==> config.mk <==
export PLATFORM = sky130hd
export DESIGN_NAME = branch_predictor_unit_flat
export DESIGN_NICKNAME = d
export VERILOG_FILES = /design/src/rtl/branch_predictor_unit_if.sv /design/src/rtl/branch_predictor_unit.sv /design/src/flat_wrapper.sv
export SDC_FILE = /design/constraint.sdc
export NUM_CORES = 1
export LEC_CHECK = 0
export ABC_AREA = 0
export ABC_CLOCK_PERIOD_IN_PS = 25500
export BUFFER_PORTS_ARGS = -buffer_cell sky130_fd_sc_hd__buf_4
export CAP_MARGIN = 20
export CORE_MARGIN = 8
export CORE_UTILIZATION = 55
export CTS_BUF_LIST = sky130_fd_sc_hd__clkbuf_16
export CTS_CLUSTER_SIZE = 14
export DETAILED_ROUTE_END_ITERATION = 12
export PLACE_DENSITY = 0.77
export SKIP_CTS_REPAIR_TIMING = 1
export SLEW_MARGIN = 20
export SYNTH_ARGS = -nofsm -noshare
export SYNTH_HDL_FRONTEND = slang
export SYNTH_SLANG_ARGS = --single-unit
==> constraint.sdc <==
create_clock -name clk -period 25.5 [get_ports clk]
set_input_delay 5.1 -clock clk [delete_from_list [all_inputs] [get_ports clk]]
set_output_delay 5.1 -clock clk [all_outputs]
set_load 0.01 [all_outputs]
==> src/rtl/branch_predictor_unit_if.sv <==
// Purpose: signal bundle between the fetch/execute pipeline stages and the
//          branch predictor unit.
// Ports (modport view of the predictor = slave):
//   Pc_F, prediction_F, target_F                 fetch-side lookup
//   update_E, Pc_E, real_Value_E, target_E,
//   prediction_E, predTarget_E                   EX-side branch resolution
//   flush, correct_Pc, selectCorrectPcPlus1      mispredict redirect
//   branch_cnt, mispred_cnt                      statistics
interface branch_predictor_unit_if #(
    parameter int PC_W   = 5,
    parameter int STAT_W = 16
);
    logic [PC_W-1:0]   Pc_F;
    logic              prediction_F;
    logic [PC_W-1:0]   target_F;
    logic              update_E;
    logic [PC_W-1:0]   Pc_E;
    logic              real_Value_E;
    logic [PC_W-1:0]   target_E;
    logic              prediction_E;
    logic [PC_W-1:0]   predTarget_E;
    logic              flush;
    logic [PC_W-1:0]   correct_Pc;
    logic              selectCorrectPcPlus1;
    logic [STAT_W-1:0] branch_cnt;
    logic [STAT_W-1:0] mispred_cnt;

    modport master (
        output Pc_F, update_E, Pc_E, real_Value_E, target_E, prediction_E, predTarget_E,
        input  prediction_F, target_F, flush, correct_Pc, selectCorrectPcPlus1,
               branch_cnt, mispred_cnt
    );

    modport slave (
        input  Pc_F, update_E, Pc_E, real_Value_E, target_E, prediction_E, predTarget_E,
        output prediction_F, target_F, flush, correct_Pc, selectCorrectPcPlus1,
               branch_cnt, mispred_cnt
    );
endinterface

==> src/rtl/branch_predictor_unit.sv <==
// Purpose: fetch-side dynamic branch predictor. A table of 2-bit saturating
//          counters plus a direct-mapped target buffer, both indexed by the
//          full PC. Lookup is combinational for IF; training happens on the
//          clock edge when EX resolves a branch. Mispredicts raise flush and
//          the corrected PC combinationally. Saturating statistics counters
//          track resolved branches and mispredictions.
// Ports:
//   clk    rising-edge clock
//   reset  asynchronous, active-high reset
//   bus    branch_predictor_unit_if.slave (lookup, resolve, redirect, stats)
module branch_predictor_unit #(
    parameter int         PC_W     = 5,
    parameter logic [1:0] INIT_CNT = 2'b01,
    parameter int         STAT_W   = 16
) (
    input  logic                   clk,
    input  logic                   reset,
    branch_predictor_unit_if.slave bus
);
    localparam int unsigned DEPTH = 2 ** PC_W;

    typedef enum logic [1:0] {
        SNT = 2'b00,
        WNT = 2'b01,
        WT  = 2'b10,
        ST  = 2'b11
    } cnt_e;

    // Tables are packed so the whole array can be cleared in one reset assignment.
    logic [DEPTH-1:0][1:0]      r_cnt;
    logic [DEPTH-1:0]           r_valid;
    logic [DEPTH-1:0][PC_W-1:0] r_btb;
    logic [STAT_W-1:0]          r_branch_cnt;
    logic [STAT_W-1:0]          r_mispred_cnt;

    cnt_e w_cnt_F;
    cnt_e w_cnt_E;
    cnt_e w_cnt_next;
    logic w_mis;

    // Lookup reads the registered table, so a same-cycle update is not visible.
    assign w_cnt_F          = cnt_e'(r_cnt[bus.Pc_F]);
    assign bus.prediction_F = r_valid[bus.Pc_F] & ((w_cnt_F == WT) | (w_cnt_F == ST));
    assign bus.target_F     = r_btb[bus.Pc_F];

    // A predicted-taken branch with the right direction but a stale target still mispredicts.
    assign w_mis = bus.update_E &
                   ((bus.prediction_E != bus.real_Value_E) |
                    (bus.prediction_E & bus.real_Value_E & (bus.predTarget_E != bus.target_E)));

    assign bus.flush                = w_mis;
    assign bus.correct_Pc           = bus.real_Value_E ? bus.target_E : bus.Pc_E + PC_W'(1);
    assign bus.selectCorrectPcPlus1 = w_mis & ~bus.real_Value_E;
    assign bus.branch_cnt           = r_branch_cnt;
    assign bus.mispred_cnt          = r_mispred_cnt;

    // Next state of the counter being trained.
    assign w_cnt_E = cnt_e'(r_cnt[bus.Pc_E]);

    always_comb begin
        w_cnt_next = w_cnt_E;
        if (bus.real_Value_E) begin
            unique case (w_cnt_E)
                SNT: w_cnt_next = WNT;
                WNT: w_cnt_next = WT;
                WT:  w_cnt_next = ST;
                ST:  w_cnt_next = ST;
            endcase
        end else begin
            unique case (w_cnt_E)
                SNT: w_cnt_next = SNT;
                WNT: w_cnt_next = SNT;
                WT:  w_cnt_next = WNT;
                ST:  w_cnt_next = WT;
            endcase
        end
    end

    always_ff @(posedge clk or posedge reset) begin
        if (reset) begin
            r_cnt         <= {DEPTH{INIT_CNT}};
            r_valid       <= '0;
            r_btb         <= '0;
            r_branch_cnt  <= '0;
            r_mispred_cnt <= '0;
        end else begin
            if (bus.update_E) begin
                r_cnt[bus.Pc_E] <= w_cnt_next;
                if (bus.real_Value_E) begin
                    r_btb[bus.Pc_E]   <= bus.target_E;
                    r_valid[bus.Pc_E] <= 1'b1;
                end
                if (r_branch_cnt != '1) begin
                    r_branch_cnt <= r_branch_cnt + STAT_W'(1);
                end
            end
            if (w_mis && (r_mispred_cnt != '1)) begin
                r_mispred_cnt <= r_mispred_cnt + STAT_W'(1);
            end
        end
    end
endmodule

==> src/flat_wrapper.sv <==
// flat-port wrapper written by rule: the top's interface ports become plain ports
module branch_predictor_unit_flat 
#(
    parameter int         PC_W     = 5,
    parameter logic [1:0] INIT_CNT = 2'b01,
    parameter int         STAT_W   = 16
)
  (clk, reset, bus_Pc_F, bus_update_E, bus_Pc_E, bus_real_Value_E, bus_target_E, bus_prediction_E, bus_predTarget_E, bus_prediction_F, bus_target_F, bus_flush, bus_correct_Pc, bus_selectCorrectPcPlus1, bus_branch_cnt, bus_mispred_cnt);
  branch_predictor_unit_if #(.PC_W(PC_W), .STAT_W(STAT_W)) bus_i ();
  input  logic clk;
  input  logic reset;
  input wire logic [$bits(bus_i.Pc_F)-1:0] bus_Pc_F;
  input wire logic [$bits(bus_i.update_E)-1:0] bus_update_E;
  input wire logic [$bits(bus_i.Pc_E)-1:0] bus_Pc_E;
  input wire logic [$bits(bus_i.real_Value_E)-1:0] bus_real_Value_E;
  input wire logic [$bits(bus_i.target_E)-1:0] bus_target_E;
  input wire logic [$bits(bus_i.prediction_E)-1:0] bus_prediction_E;
  input wire logic [$bits(bus_i.predTarget_E)-1:0] bus_predTarget_E;
  output wire logic [$bits(bus_i.prediction_F)-1:0] bus_prediction_F;
  output wire logic [$bits(bus_i.target_F)-1:0] bus_target_F;
  output wire logic [$bits(bus_i.flush)-1:0] bus_flush;
  output wire logic [$bits(bus_i.correct_Pc)-1:0] bus_correct_Pc;
  output wire logic [$bits(bus_i.selectCorrectPcPlus1)-1:0] bus_selectCorrectPcPlus1;
  output wire logic [$bits(bus_i.branch_cnt)-1:0] bus_branch_cnt;
  output wire logic [$bits(bus_i.mispred_cnt)-1:0] bus_mispred_cnt;
  assign bus_i.Pc_F = bus_Pc_F;
  assign bus_i.update_E = bus_update_E;
  assign bus_i.Pc_E = bus_Pc_E;
  assign bus_i.real_Value_E = bus_real_Value_E;
  assign bus_i.target_E = bus_target_E;
  assign bus_i.prediction_E = bus_prediction_E;
  assign bus_i.predTarget_E = bus_predTarget_E;
  assign bus_prediction_F = bus_i.prediction_F;
  assign bus_target_F = bus_i.target_F;
  assign bus_flush = bus_i.flush;
  assign bus_correct_Pc = bus_i.correct_Pc;
  assign bus_selectCorrectPcPlus1 = bus_i.selectCorrectPcPlus1;
  assign bus_branch_cnt = bus_i.branch_cnt;
  assign bus_mispred_cnt = bus_i.mispred_cnt;
  branch_predictor_unit #(.PC_W(PC_W), .INIT_CNT(INIT_CNT), .STAT_W(STAT_W)) u_core (.clk(clk), .reset(reset), .bus(bus_i));
endmodule
==> metrics.txt, run 1 <==
# TYPE chip_impl_metric gauge
chip_impl_info{name="outcome",value="finished clean"} 1
chip_impl_metric{name="grt_antenna_before_repair",unit=""} 0
chip_impl_info{name="setup_repair_after_global_routing_missed_its_margin",value="no"} 1
chip_impl_metric{name="wirelength",unit="um"} 31020
chip_impl_metric{name="switching_power",unit="uW"} 323.9
chip_impl_metric{name="report.final.hold_viol_count",unit=""} 0
chip_impl_metric{name="ir_worst_vdd",unit="uV"} 56.16
chip_impl_metric{name="slew_headroom",unit=""} 0.3403
chip_impl_metric{name="globalRouteOverflowTotal",unit=""} 0
chip_impl_metric{name="detail_route.wl_per_cell",unit="um"} 22.31
chip_impl_metric{name="first_iter_violations",unit=""} 713
chip_impl_metric{name="maximum_number_of_pins_on_one_net_before_global_route_repair",unit=""} 151
chip_impl_metric{name="clk_path_buf_depth",unit=""} 3
chip_impl_metric{name="worst_skew_pair.late_latency",unit="ns"} 0.57
chip_impl_metric{name="min_period",unit="ns"} 12.55
chip_impl_metric{name="max_cap_violations",unit=""} 0
chip_impl_metric{name="clock-skew-final",unit="ns"} 0.02794
chip_impl_metric{name="drt-pass1-iter-count",unit=""} 5
chip_impl_info{name="grt_busiest_layer",value="met2"} 1
chip_impl_metric{name="grt_util_all_layers",unit=""} 0.2077
chip_impl_info{name="reg2reg_from",value="u_core.r_cnt[25]"} 1
chip_impl_metric{name="final_cell_count_no_fill",unit=""} 1390
chip_impl_metric{name="dpl.hpwl",unit="um"} 20210
chip_impl_metric{name="final-setup-viol-count",unit=""} 0
chip_impl_info{name="yosysTopAreaCell",value="sky130_fd_sc_hd__dfrtp_1"} 1
chip_impl_metric{name="synth_cells",unit=""} 994
chip_impl_metric{name="synth_seq_area_share",unit=""} 0.5320
chip_impl_metric{name="vias",unit=""} 8333
chip_impl_metric{name="drc",unit=""} 0
chip_impl_metric{name="final.setup.tns",unit="ns"} 0
chip_impl_metric{name="clock_tree.htree_level_count",unit=""} 1
chip_impl_metric{name="power_density",unit="nW/um2"} 79.64
chip_impl_metric{name="comb_power_share",unit=""} 0.171
chip_impl_info{name="critPathCapture",value="bus_target_F[0]"} 1
chip_impl_metric{name="postSynthAreaPerCell",unit="um2"} 13.71
chip_impl_metric{name="synth-async-reset-ratio",unit=""} 1.000
chip_impl_metric{name="timing.final.crit_share",unit=""} 0.4922
chip_impl_metric{name="timing.critical_path.required",unit="ns"} 20.40
chip_impl_metric{name="numCtsBuffers",unit=""} 30
chip_impl_metric{name="chipHeight",unit="um"} 173.4
chip_impl_metric{name="die_w",unit="um"} 173.4
chip_impl_metric{name="grt_first_pass_wirelength",unit="um"} 49950
chip_impl_metric{name="synthesis.nets",unit=""} 1026
chip_impl_metric{name="number_of_synthesis_warnings",unit=""} 0
chip_impl_metric{name="vias_per_cell",unit=""} 5.995
chip_impl_metric{name="worst-slew-pin-transition",unit="ns"} 0.9895
chip_impl_metric{name="antenna_cells",unit=""} 0
chip_impl_metric{name="io_buffers",unit=""} 69
chip_impl_info{name="tritoncts",value="built"} 1
chip_impl_metric{name="yosys.area.top_type_share",unit=""} 0.4702
chip_impl_metric{name="ff2ff_path_depth",unit=""} 6
chip_impl_metric{name="first_global_vias",unit=""} 8567
chip_impl_info{name="synth.area.top_cells",value="sky130_fd_sc_hd__dfrtp_1 47%, sky130_fd_sc_hd__mux2_2 20%, sky130_fd_sc_hd__mux4_2 9.4%"} 1
chip_impl_metric{name="drt.antenna.violating_nets",unit=""} 0
chip_impl_metric{name="ys_ff_latch",unit=""} 288
chip_impl_metric{name="gpl.final_weighted_congestion",unit=""} 0.8166
chip_impl_metric{name="critPathArrivalTime",unit="ns"} 7.45
chip_impl_info{name="startpoint",value="bus_Pc_F[0]"} 1
chip_impl_metric{name="worst-r2r-setup-slack",unit="ns"} 23.17
chip_impl_metric{name="pwr-share-seq",unit=""} 0.498
chip_impl_metric{name="intPower",unit="uW"} 886.1
chip_impl_metric{name="drive_above_1_share",unit=""} 0.4371
chip_impl_metric{name="grtUsageMet3",unit=""} 0.02897
chip_impl_metric{name="clkSinkCount",unit=""} 288
chip_impl_info{name="r2r-end",value="u_core.r_cnt[41]"} 1
chip_impl_metric{name="num_rows",unit=""} 57
chip_impl_info{name="timing.setup.critical_path_class",value="primary input to output pin"} 1
chip_impl_metric{name="use_met2",unit=""} 0.3373
chip_impl_metric{name="post-layout-total-power",unit="uW"} 1210
chip_impl_metric{name="syn-cell-area",unit="um2"} 13620
chip_impl_metric{name="placed_cells",unit=""} 1334
chip_impl_metric{name="flow.area_growth_from_synthesis",unit="%"} 11.52
chip_impl_metric{name="max_freq",unit="MHz"} 79.67
chip_impl_metric{name="design.core.area",unit="um2"} 24320
chip_impl_metric{name="clk_pin_slew",unit="ns"} 0.06
chip_impl_metric{name="io_pins",unit=""} 70
chip_impl_info{name="dominantRegCellSynth",value="sky130_fd_sc_hd__dfrtp_1"} 1
chip_impl_info{name="critPathCaptureType",value="output pin"} 1
chip_impl_metric{name="p_leak",unit="uW"} 0.006923
chip_impl_metric{name="netlist-cell-type-count",unit=""} 47
chip_impl_metric{name="p_sw_frac",unit=""} 0.2677
chip_impl_info{name="worst_setup_path_start_kind",value="primary input"} 1
chip_impl_metric{name="initial_utilization",unit=""} 0.5602
chip_impl_info{name="min-delay-path-class",value="register to register"} 1
chip_impl_metric{name="dieArea",unit="um2"} 30060
chip_impl_metric{name="final_net_count",unit=""} 1074
chip_impl_metric{name="number_of_pins_exceeding_their_max_slew_limit_in_the_final_report",unit=""} 0
chip_impl_metric{name="grt_use_met1",unit=""} 0.2873
chip_impl_metric{name="synth_enable_flop_cells",unit=""} 0
chip_impl_metric{name="p_clk_frac",unit=""} 0.330
chip_impl_info{name="cts.root.buffer_cell",value="sky130_fd_sc_hd__clkbuf_16"} 1
chip_impl_metric{name="critical_path_peak_fanout",unit=""} 65
-- flip-flops by register name, summed over array words and instances, names as in the netlist --
signal and count:
u_core.bus.branch_cnt 16, u_core.bus.mispred_cnt 16, u_core.r_btb 160, u_core.r_cnt 64, u_core.r_valid 32
-- synthesized netlist by cell type, drive strengths merged, types with 12 or more instances --
library cell and number:
mux2 236, mux2i 25, nand2 54, dfrtp 256, clkbuf 30, dfstp 32, o21ai 21, xor2 22
or2 21, nor2 61, nor3 12, nand2b 12, xnor2 15, buf 26, nand3 38, mux4 57
-- how the worst min path moves through the flow --
| stage | cells past startpoint | startpoint | endpoint |
|---|---|---|---|
| floorplan | 1 | u_core.r_valid[11] | u_core.r_valid[11] |
| global placement | 1 | u_core.r_valid[2] | u_core.r_valid[2] |
| detailed placement | 1 | u_core.r_valid[3] | u_core.r_valid[3] |
| CTS | 1 | u_core.r_valid[10] | u_core.r_valid[10] |
| global route | 1 | u_core.r_valid[9] | u_core.r_valid[9] |
| finish | 1 | u_core.r_valid[10] | u_core.r_valid[10] |
-- layout by cell type, fill, tap and decap left out, drive strengths merged, types with 4 or more instances in the layout --
master and instances:
xnor2 15, nor4 4, clkbuf 30, nand3 38, inv 19, mux2i 25, and3 6, or2 21
xor2 22, dfrtp 256, nand2b 12, nand2 54, mux2 236, o22ai 10, dfstp 32, or3b 4
mux4 57, nor2 61, o21ai 21, nor3 12, nand4 10, clkinv 14, buf 72, ha 7
-- through the flow --
stage / utilization / hold slack (ns) / area [um2] / setup slack [ns]
final: 0.6247 / 0.4673 / 15190 / 12.95
after global routing: 0.6247 / 0.4776 / 15190 / 12.81
after CTS: 0.6243 / 0.4703 / 15180 / 12.90
after detailed placement: 0.5873 / 0.4522 / 14280 / 12.91
after global placement: 0.5873 / 0.4489 / 14280 / 12.95
after floorplan: - / 0.4343 / 13620 / 12.50
-- worst max-delay path, cell delays in order --
cell,delay [ns]
sky130_fd_sc_hd__buf_4,0.73
sky130_fd_sc_hd__mux4_2,0.61
sky130_fd_sc_hd__mux4_2,0.54
sky130_fd_sc_hd__mux2_2,0.29
sky130_fd_sc_hd__buf_4,0.15
-- routing by layer --
layer | routed length, um | share of wire | up-vias
met3 | 1514 | 0.049 | 59
met1 | 13720 | 0.44 | 4354
met2 | 14880 | 0.48 | 214
li1 | - | - | 3706
met5 | 0 | 0 | -
met4 | 895 | 0.029 | 0
-- power groups by stage --
stage	logic, uW	registers, uW	clock network (uW)
after CTS	210	602	407
after detailed placement	209	609	0
final	207	603	400
after floorplan	151	597	0
after global routing	227	613	425
after global placement	201	608	0
-- cell families (layout without fill, tap and decap cells) --
logic type | Yosys count | after routing | synth area share
flip-flops | 288 | 288 | 0.5320
buffers and inverters | 64 | 136 | 0.02370
adder cells (fa/ha/maj) | 9 | 9 | 0.008082
XOR/XNOR | 37 | 37 | 0.02379
multiplexers | 318 | 318 | 0.3077
AND/OR/NAND/NOR | 236 | 236 | 0.08588
AO/OA/AOI/OAI | 42 | 42 | 0.01892
-- cell type report --
cell class	instances	area, um2
timing repair buffer	72	544.3
tap	324	405.4
fill	1809	9128
multi-input combinational	642	6053
sequential	288	7247
clock inverter	26	148.9
inverter	8	42.54
clock buffer	30	750.7
(Power assumes the default switching activity.)
==> run 2: changes to the inputs <==
--- a/config.mk
+++ b/config.mk
@@ -5,8 +5,8 @@
 export SDC_FILE = /design/constraint.sdc
 export NUM_CORES = 1
 export LEC_CHECK = 0
-export ABC_AREA = 0
-export ABC_CLOCK_PERIOD_IN_PS = 25500
+export ABC_AREA = 1
+export ABC_CLOCK_PERIOD_IN_PS = 12400
 export BUFFER_PORTS_ARGS = -buffer_cell sky130_fd_sc_hd__buf_4
 export CAP_MARGIN = 20
 export CORE_MARGIN = 8
==> constraint.sdc (replaced) <==
create_clock -name clk -period 12.4 [get_ports clk]
set_input_delay 2.48 -clock clk [delete_from_list [all_inputs] [get_ports clk]]
set_output_delay 2.48 -clock clk [all_outputs]
set_load 0.01 [all_outputs]
==> run 2 against run 1 <==
Net effect:
- synthesized area up 4.8%
- register-to-register slack worse by 13 ns
- flip-flop and latch count unchanged
- sequential power up 97%
- global-route usage increased by 3.7 points
- worst setup slack got worse by 7.8 ns
- hold slack got worse by 0.0035 ns
- largest cell class unchanged
==> metrics.txt, run 2 <==
# TYPE chip_impl_metric gauge
chip_impl_info{name="outcome",value="finished clean"} 1
chip_impl_info{name="tritoncts",value="built"} 1
chip_impl_metric{name="worst-slew-pin-transition",unit="ns"} 1.108
chip_impl_metric{name="max_freq",unit="MHz"} 138.9
chip_impl_info{name="cts.root.buffer_cell",value="sky130_fd_sc_hd__clkbuf_16"} 1
chip_impl_metric{name="post-layout-total-power",unit="uW"} 2475
chip_impl_metric{name="timing.final.crit_share",unit=""} 0.5807
chip_impl_metric{name="power_density",unit="nW/um2"} 157.2
chip_impl_metric{name="biggest_cell_delay_along_the_critical_path",unit="ns"} 0.59
chip_impl_metric{name="ys_ff_latch",unit=""} 288
chip_impl_metric{name="design.core.area",unit="um2"} 25760
chip_impl_metric{name="grt_first_pass_wirelength",unit="um"} 62390
chip_impl_info{name="top_regs",value="u_core.r_btb x160, u_core.r_cnt x64, u_core.r_valid x32"} 1
chip_impl_metric{name="syn-cell-area",unit="um2"} 14270
chip_impl_info{name="min-delay-path-class",value="register to register"} 1
chip_impl_metric{name="netlist-cell-type-count",unit=""} 30
chip_impl_metric{name="maximum_number_of_pins_on_one_net_before_global_route_repair",unit=""} 163
chip_impl_metric{name="clock_tree.htree_level_count",unit=""} 1
chip_impl_metric{name="dieArea",unit="um2"} 31360
chip_impl_metric{name="critical_path_peak_fanout",unit=""} 66
chip_impl_info{name="critical_path.most_common_cell",value="sky130_fd_sc_hd__buf_4"} 1
chip_impl_metric{name="drt-pass1-iter-count",unit=""} 5
chip_impl_metric{name="grtUsageMet3",unit=""} 0.03094
chip_impl_info{name="synth.area.top_cells",value="sky130_fd_sc_hd__dfrtp_1 45%, sky130_fd_sc_hd__nand2_1 14%, sky130_fd_sc_hd__o21ai_0 8.6%"} 1
chip_impl_metric{name="initial_utilization",unit=""} 0.5540
chip_impl_metric{name="synth_seq_area_share",unit=""} 0.5077
chip_impl_info{name="registers.top_by_ff_count",value="u_core.r_btb"} 1
chip_impl_info{name="dominantRegCellSynth",value="sky130_fd_sc_hd__dfrtp_1"} 1
chip_impl_metric{name="pre_cts_ws",unit="ns"} 5.301
chip_impl_metric{name="worst_skew_pair.late_latency",unit="ns"} 0.56
chip_impl_metric{name="numCtsBuffers",unit=""} 31
chip_impl_metric{name="number_of_pins_exceeding_their_max_slew_limit_in_the_final_report",unit=""} 0
chip_impl_metric{name="slew_headroom",unit=""} 0.2606
chip_impl_metric{name="largest_register_ff_count",unit=""} 160
chip_impl_metric{name="dpl.hpwl",unit="um"} 25090
chip_impl_metric{name="antenna_cells",unit=""} 0
chip_impl_metric{name="io_buffers",unit=""} 69
chip_impl_info{name="layout_commonest_cell",value="sky130_fd_sc_hd__nand2_1"} 1
chip_impl_metric{name="clk_path_buf_depth",unit=""} 3
chip_impl_info{name="timing.setup.critical_path_class",value="primary input to output pin"} 1
chip_impl_metric{name="grt_antenna_before_repair",unit=""} 0
chip_impl_info{name="layout.cells.most_common_list",value="545 x sky130_fd_sc_hd__nand2_1, 256 x sky130_fd_sc_hd__dfrtp_1, 246 x sky130_fd_sc_hd__o21ai_0"} 1
chip_impl_metric{name="report.final.hold_viol_count",unit=""} 0
chip_impl_metric{name="flow.area_growth_from_synthesis",unit="%"} 10.31
chip_impl_metric{name="first_global_vias",unit=""} 11770
chip_impl_metric{name="final.setup.tns",unit="ns"} 0
chip_impl_metric{name="postSynthAreaPerCell",unit="um2"} 7.757
chip_impl_metric{name="grt_use_met1",unit=""} 0.3557
chip_impl_metric{name="min_period",unit="ns"} 7.201
chip_impl_info{name="worst_setup_path_start_kind",value="primary input"} 1
chip_impl_metric{name="synthesis.nets",unit=""} 1872
chip_impl_info{name="yosysMostFrequentCell",value="sky130_fd_sc_hd__nand2_1"} 1
chip_impl_metric{name="timing.critical_path.required",unit="ns"} 9.92
chip_impl_metric{name="final-setup-viol-count",unit=""} 0
chip_impl_metric{name="synth-async-reset-ratio",unit=""} 1.000
chip_impl_info{name="crit_path_top_delay_cell",value="sky130_fd_sc_hd__buf_4"} 1
chip_impl_metric{name="critPathArrivalTime",unit="ns"} 4.72
chip_impl_metric{name="use_met2",unit=""} 0.3756
chip_impl_info{name="yosysTopAreaCell",value="sky130_fd_sc_hd__dfrtp_1"} 1
chip_impl_metric{name="vias_per_cell",unit=""} 5.693
chip_impl_metric{name="wirelength",unit="um"} 38510
chip_impl_metric{name="final_cell_count_no_fill",unit=""} 2199
chip_impl_metric{name="number_of_synthesis_warnings",unit=""} 0
chip_impl_metric{name="grt_util_all_layers",unit=""} 0.2448
chip_impl_metric{name="critPathBufInv",unit=""} 4
chip_impl_info{name="setup_repair_after_global_routing_missed_its_margin",value="no"} 1
chip_impl_metric{name="max_cap_violations",unit=""} 0
chip_impl_metric{name="placed_cells",unit=""} 2141
chip_impl_metric{name="die_w",unit="um"} 177.1
chip_impl_metric{name="chipHeight",unit="um"} 177.1
chip_impl_metric{name="drive_above_1_share",unit=""} 0.1057
chip_impl_info{name="synth.cells.most_frequent",value="545 x sky130_fd_sc_hd__nand2_1, 256 x sky130_fd_sc_hd__dfrtp_1, 246 x sky130_fd_sc_hd__o21ai_0"} 1
chip_impl_metric{name="final_cell_utilization_of_the_core",unit=""} 0.6111
chip_impl_metric{name="final_net_count",unit=""} 1871
chip_impl_metric{name="p_leak",unit="uW"} 0.007593
chip_impl_metric{name="yosys.area.top_type_share",unit=""} 0.4488
chip_impl_info{name="critPathCaptureType",value="output pin"} 1
chip_impl_metric{name="first_iter_violations",unit=""} 1349
chip_impl_metric{name="drt.antenna.violating_nets",unit=""} 0
chip_impl_metric{name="detail_route.wl_per_cell",unit="um"} 17.51
chip_impl_metric{name="globalRouteOverflowTotal",unit=""} 0
chip_impl_metric{name="clk_pin_slew",unit="ns"} 0.06
chip_impl_metric{name="io_pins",unit=""} 70
chip_impl_metric{name="clkSinkCount",unit=""} 288
chip_impl_metric{name="num_rows",unit=""} 59
chip_impl_metric{name="min_setup_slack_post_route",unit="ns"} 5.199
chip_impl_metric{name="synth_cells",unit=""} 1840
chip_impl_info{name="path_cells",value="buf_4, inv_2, buf_4, nor2_1, nor2_1, a21oi_1, a21oi_1, o21ai_0, nand3_1, and2_1, buf_4"} 1
chip_impl_info{name="grt_busiest_layer",value="met2"} 1
chip_impl_metric{name="gpl.final_weighted_congestion",unit=""} 0.9145
chip_impl_metric{name="vias",unit=""} 12520
chip_impl_metric{name="ir_worst_vdd",unit="uV"} 123.9
chip_impl_metric{name="clock-skew-final",unit="ns"} 0.01210
chip_impl_metric{name="drc",unit=""} 0
chip_impl_info{name="critPathTopFamily",value="buffers and inverters"} 1
chip_impl_metric{name="synth_enable_flop_cells",unit=""} 0
==> run 2: cells by family after synthesis <==
logic type      after synthesis  share of synthesized area
simple gates                916                     0.2654
buf+inv                     282                    0.08231
compound gates              312                     0.1169
flops                       288                     0.5077
fa+ha+maj                     7                   0.006136
xor+xnor                     35                    0.02148
==> run 2: metal layers <==
layer	vias up	part of all wire
met2	567	0.45
met5	-	0
met4	0	0.024
met3	78	0.082
met1	6007	0.45
li1	5868	-
==> run 2: power by group <==
part,internal [uW],switching [uW],leakage (uW)
Combinational,146,239,0.00346
Clock,518,386,0.000517
Sequential,1080,102,0.00361
==> run 2: worst paths after layout <==
path                              startpoint                    endpoint  slack [ns]  depth (start not counted)
max in group asynchronous              reset            u_core.r_cnt[21]        8.15                          4
min in group asynchronous              reset  u_core.bus.mispred_cnt[15]        2.06                          2
setup / recovery                 bus_Pc_F[0]             bus_target_F[2]        5.20                         11
hold reg to reg            u_core.r_valid[9]           u_core.r_valid[9]        0.46                          2
setup reg to reg            u_core.r_cnt[21]            u_core.r_cnt[22]        9.74                         12
hold / removal             u_core.r_valid[9]           u_core.r_valid[9]        0.46                          2
==> run 2: cell type report <==
| cell class | instances | area (um2) |
|---|---|---|
| fillers | 2248 | 10020 |
| flip-flops and latches | 288 | 7247 |
| multi-input cells | 1270 | 5852 |
| clock buffers | 31 | 775.7 |
| inverters | 171 | 654.4 |
| repair buffers | 77 | 578.1 |
| well taps | 335 | 419.2 |
| clock inverters | 27 | 219.0 |
==> run 2: worst min-delay path, delay by kind of cell, from the launching register on <==
kind / cells / cell delay (ns)
flops: 1 / 0.34
simple gates: 1 / 0.05
buf+inv: 1 / 0.04
==> run 2: per-stage QoR <==
stage | area, um2 | hold WS [ns]
final | 15750 | 0.4639
after global routing | 15750 | 0.4781
after CTS | 15740 | 0.4668
after detailed placement | 14750 | 0.4503
after global placement | 14750 | 0.4463
after floorplan | 14270 | 0.4342
==> run 3: changes to the inputs <==
--- a/config.mk
+++ b/config.mk
@@ -5,8 +5,8 @@
 export SDC_FILE = /design/constraint.sdc
 export NUM_CORES = 1
 export LEC_CHECK = 0
-export ABC_AREA = 1
-export ABC_CLOCK_PERIOD_IN_PS = 12400
+export ABC_AREA = 0
+export ABC_CLOCK_PERIOD_IN_PS = 7500
 export BUFFER_PORTS_ARGS = -buffer_cell sky130_fd_sc_hd__buf_4
 export CAP_MARGIN = 20
 export CORE_MARGIN = 8
==> constraint.sdc (replaced) <==
create_clock -name clk -period 7.5 [get_ports clk]
set_input_delay 1.5 -clock clk [delete_from_list [all_inputs] [get_ports clk]]
set_output_delay 1.5 -clock clk [all_outputs]
set_load 0.01 [all_outputs]
==> run 3 against run 2 <==
Net effect:
- combinational power rose by 85%
- clock-buffer cell count unchanged
- design area fell by 2.6%
- worst setup slack got worse by 3.1 ns
- clock skew about the same
- sequential power up 73%
- flip-flop and latch count is the same
- power grew 75%
- largest power group unchanged
- highest routed layer unchanged
==> metrics.txt, run 3 (synthesis gave the netlist of run 1 again) <==
# TYPE chip_impl_metric gauge
chip_impl_metric{name="max_freq",unit="MHz"} 186.1
chip_impl_info{name="outcome",value="finished clean"} 1
chip_impl_metric{name="drc",unit=""} 0
chip_impl_metric{name="first_global_vias",unit=""} 8881
chip_impl_metric{name="dpl.hpwl",unit="um"} 20900
chip_impl_metric{name="grt_antenna_before_repair",unit=""} 0
chip_impl_info{name="critPathCaptureType",value="output pin"} 1
chip_impl_metric{name="timing.critical_path.required",unit="ns"} 6.00
chip_impl_metric{name="io_buffers",unit=""} 69
chip_impl_metric{name="clock_tree.htree_level_count",unit=""} 1
chip_impl_metric{name="die_w",unit="um"} 173.4
chip_impl_metric{name="worst_skew_pair.late_latency",unit="ns"} 0.55
chip_impl_metric{name="ff2ff_path_depth",unit=""} 6
chip_impl_metric{name="drive_above_1_share",unit=""} 0.4451
chip_impl_info{name="timing.setup.critical_path_class",value="primary input to output pin"} 1
chip_impl_metric{name="numCtsBuffers",unit=""} 30
chip_impl_info{name="top_regs",value="u_core.r_btb x160, u_core.r_cnt x64, u_core.r_valid x32"} 1
chip_impl_metric{name="post-layout-total-power",unit="uW"} 4335
chip_impl_metric{name="max_cap_violations",unit=""} 0
chip_impl_metric{name="final.setup.tns",unit="ns"} 0
chip_impl_metric{name="p_leak",unit="uW"} 0.006951
chip_impl_info{name="setup_repair_after_global_routing_missed_its_margin",value="no"} 1
chip_impl_metric{name="clk_pin_slew",unit="ns"} 0.06
chip_impl_metric{name="num_rows",unit=""} 57
chip_impl_metric{name="slew_headroom",unit=""} 0.3499
chip_impl_metric{name="final_cell_count_no_fill",unit=""} 1389
chip_impl_metric{name="antenna_cells",unit=""} 0
chip_impl_metric{name="worst-slew-pin-transition",unit="ns"} 0.9752
chip_impl_info{name="worst_setup_path_start_kind",value="primary input"} 1
chip_impl_metric{name="grt_first_pass_wirelength",unit="um"} 51850
chip_impl_metric{name="report.final.hold_viol_count",unit=""} 0
chip_impl_metric{name="critical_path_peak_fanout",unit=""} 65
chip_impl_metric{name="number_of_pins_exceeding_their_max_slew_limit_in_the_final_report",unit=""} 0
chip_impl_metric{name="worst-r2r-setup-slack",unit="ns"} 5.10
chip_impl_metric{name="first_iter_violations",unit=""} 726
chip_impl_metric{name="timing.final.crit_share",unit=""} 0.7166
chip_impl_info{name="r2r-end",value="u_core.r_cnt[57]"} 1
chip_impl_metric{name="placed_area",unit="um2"} 14300
chip_impl_info{name="registers.top_by_ff_count",value="u_core.r_btb"} 1
chip_impl_metric{name="drt.antenna.violating_nets",unit=""} 0
chip_impl_info{name="startpoint",value="bus_Pc_F[0]"} 1
chip_impl_metric{name="ir_worst_vdd",unit="uV"} 219.1
chip_impl_metric{name="finalHoldWorstSlack",unit="ns"} 0.4672
chip_impl_metric{name="fill_cells",unit=""} 1797
chip_impl_metric{name="final-setup-viol-count",unit=""} 0
chip_impl_metric{name="detail_route.wl_per_cell",unit="um"} 23.23
chip_impl_info{name="min-delay-path-class",value="register to register"} 1
chip_impl_metric{name="final_net_count",unit=""} 1075
chip_impl_metric{name="largest_register_ff_count",unit=""} 160
chip_impl_info{name="layout.cells.most_common_list",value="256 x sky130_fd_sc_hd__dfrtp_1, 236 x sky130_fd_sc_hd__mux2_2, 72 x sky130_fd_sc_hd__buf_4"} 1
chip_impl_metric{name="drt-pass1-iter-count",unit=""} 5
chip_impl_metric{name="clock-skew-final",unit="ns"} 0.01212
chip_impl_metric{name="initial_utilization",unit=""} 0.5602
chip_impl_metric{name="io_pins",unit=""} 70
chip_impl_metric{name="chipHeight",unit="um"} 173.4
chip_impl_metric{name="min_period",unit="ns"} 5.375
chip_impl_info{name="layout_commonest_cell",value="sky130_fd_sc_hd__dfrtp_1"} 1
chip_impl_metric{name="flow.area_growth_from_synthesis",unit="%"} 12.62
chip_impl_metric{name="wirelength",unit="um"} 32270
chip_impl_info{name="reg2reg_from",value="u_core.r_cnt[5]"} 1
chip_impl_metric{name="maximum_number_of_pins_on_one_net_before_global_route_repair",unit=""} 165
chip_impl_metric{name="placed_cells",unit=""} 1335
chip_impl_info{name="cts.root.buffer_cell",value="sky130_fd_sc_hd__clkbuf_16"} 1
chip_impl_metric{name="vias_per_cell",unit=""} 6.083
chip_impl_metric{name="power_density",unit="nW/um2"} 282.5
chip_impl_metric{name="clk_path_buf_depth",unit=""} 3
chip_impl_metric{name="gpl.final_weighted_congestion",unit=""} 0.8387
chip_impl_metric{name="dieArea",unit="um2"} 30060
chip_impl_metric{name="vias",unit=""} 8449
chip_impl_metric{name="globalRouteOverflowTotal",unit=""} 0
chip_impl_metric{name="design.core.area",unit="um2"} 24320
chip_impl_metric{name="clkSinkCount",unit=""} 288
chip_impl_info{name="critPathCapture",value="bus_target_F[4]"} 1
chip_impl_metric{name="grt_util_all_layers",unit=""} 0.2167
chip_impl_metric{name="critPathArrivalTime",unit="ns"} 3.87
chip_impl_metric{name="design_area",unit="um2"} 15340
chip_impl_info{name="tritoncts",value="built"} 1
-- run 3: cell types whose count changed in the layout (fill, tap and decap cells not counted), sizes merged, moves of 93 or more --
cell,previous run,this run
inv,178,10
mux2,0,236
nand2,579,54
nand3,162,38
nor2,154,61
o21ai,260,21
-- run 3: worst max-delay path: stages --
cell and delay, ns:
sky130_fd_sc_hd__buf_4 0.73, sky130_fd_sc_hd__mux4_2 0.61, sky130_fd_sc_hd__mux4_2 0.53, sky130_fd_sc_hd__mux2_2 0.32, sky130_fd_sc_hd__buf_4 0.15
-- run 3: routing by layer --
layer	up-vias	part of all wire	track usage
met1	4441	0.43	0.2947
met4	0	0.026	0.06504
met2	236	0.50	0.3596
met5	-	0	0
met3	54	0.046	0.02745
li1	3718	-	-
-- run 3: stage by stage --
step / utilization / setup WS [ns]
6_report: 0.6309 / 2.125
5_1_grt: 0.6309 / 1.958
4_1_cts: 0.6309 / 2.093
3_5_place_dp: 0.5880 / 2.095
3_3_place_gp: 0.5880 / 2.146
2_1_floorplan: - / 2.207
-- run 3: final cells by class --
cell class | instances | area [um2] | share of cell area
clock inverters | 23 | 266.5 | 0.01737
inverters | 8 | 33.78 | 0.002202
repair buffers | 73 | 560.5 | 0.03654
well taps | 324 | 405.4 | 0.02642
multi-input cells | 642 | 6053 | 0.3946
flip-flops and latches | 288 | 7247 | 0.4724
clock buffers | 31 | 775.7 | 0.05056
-- run 3: worst min-delay path by stage --
stage,from,slack [ns],end,cells after the start
6_report,u_core.r_valid[10],0.47,u_core.r_valid[10],1
4_1_cts,u_core.r_valid[19],0.47,u_core.r_valid[19],1
3_3_place_gp,u_core.r_valid[17],0.45,u_core.r_valid[17],1
5_1_grt,u_core.r_valid[28],0.48,u_core.r_valid[28],1
3_5_place_dp,u_core.r_valid[19],0.45,u_core.r_valid[19],1
2_1_floorplan,u_core.r_valid[11],0.43,u_core.r_valid[11],1
-- run 3: power by group --
group	internal (uW)	switching [uW]	total, uW
Sequential	1860	197	2060
Combinational	398	315	714
Clock	952	613	1560
Total	3210	1130	4330
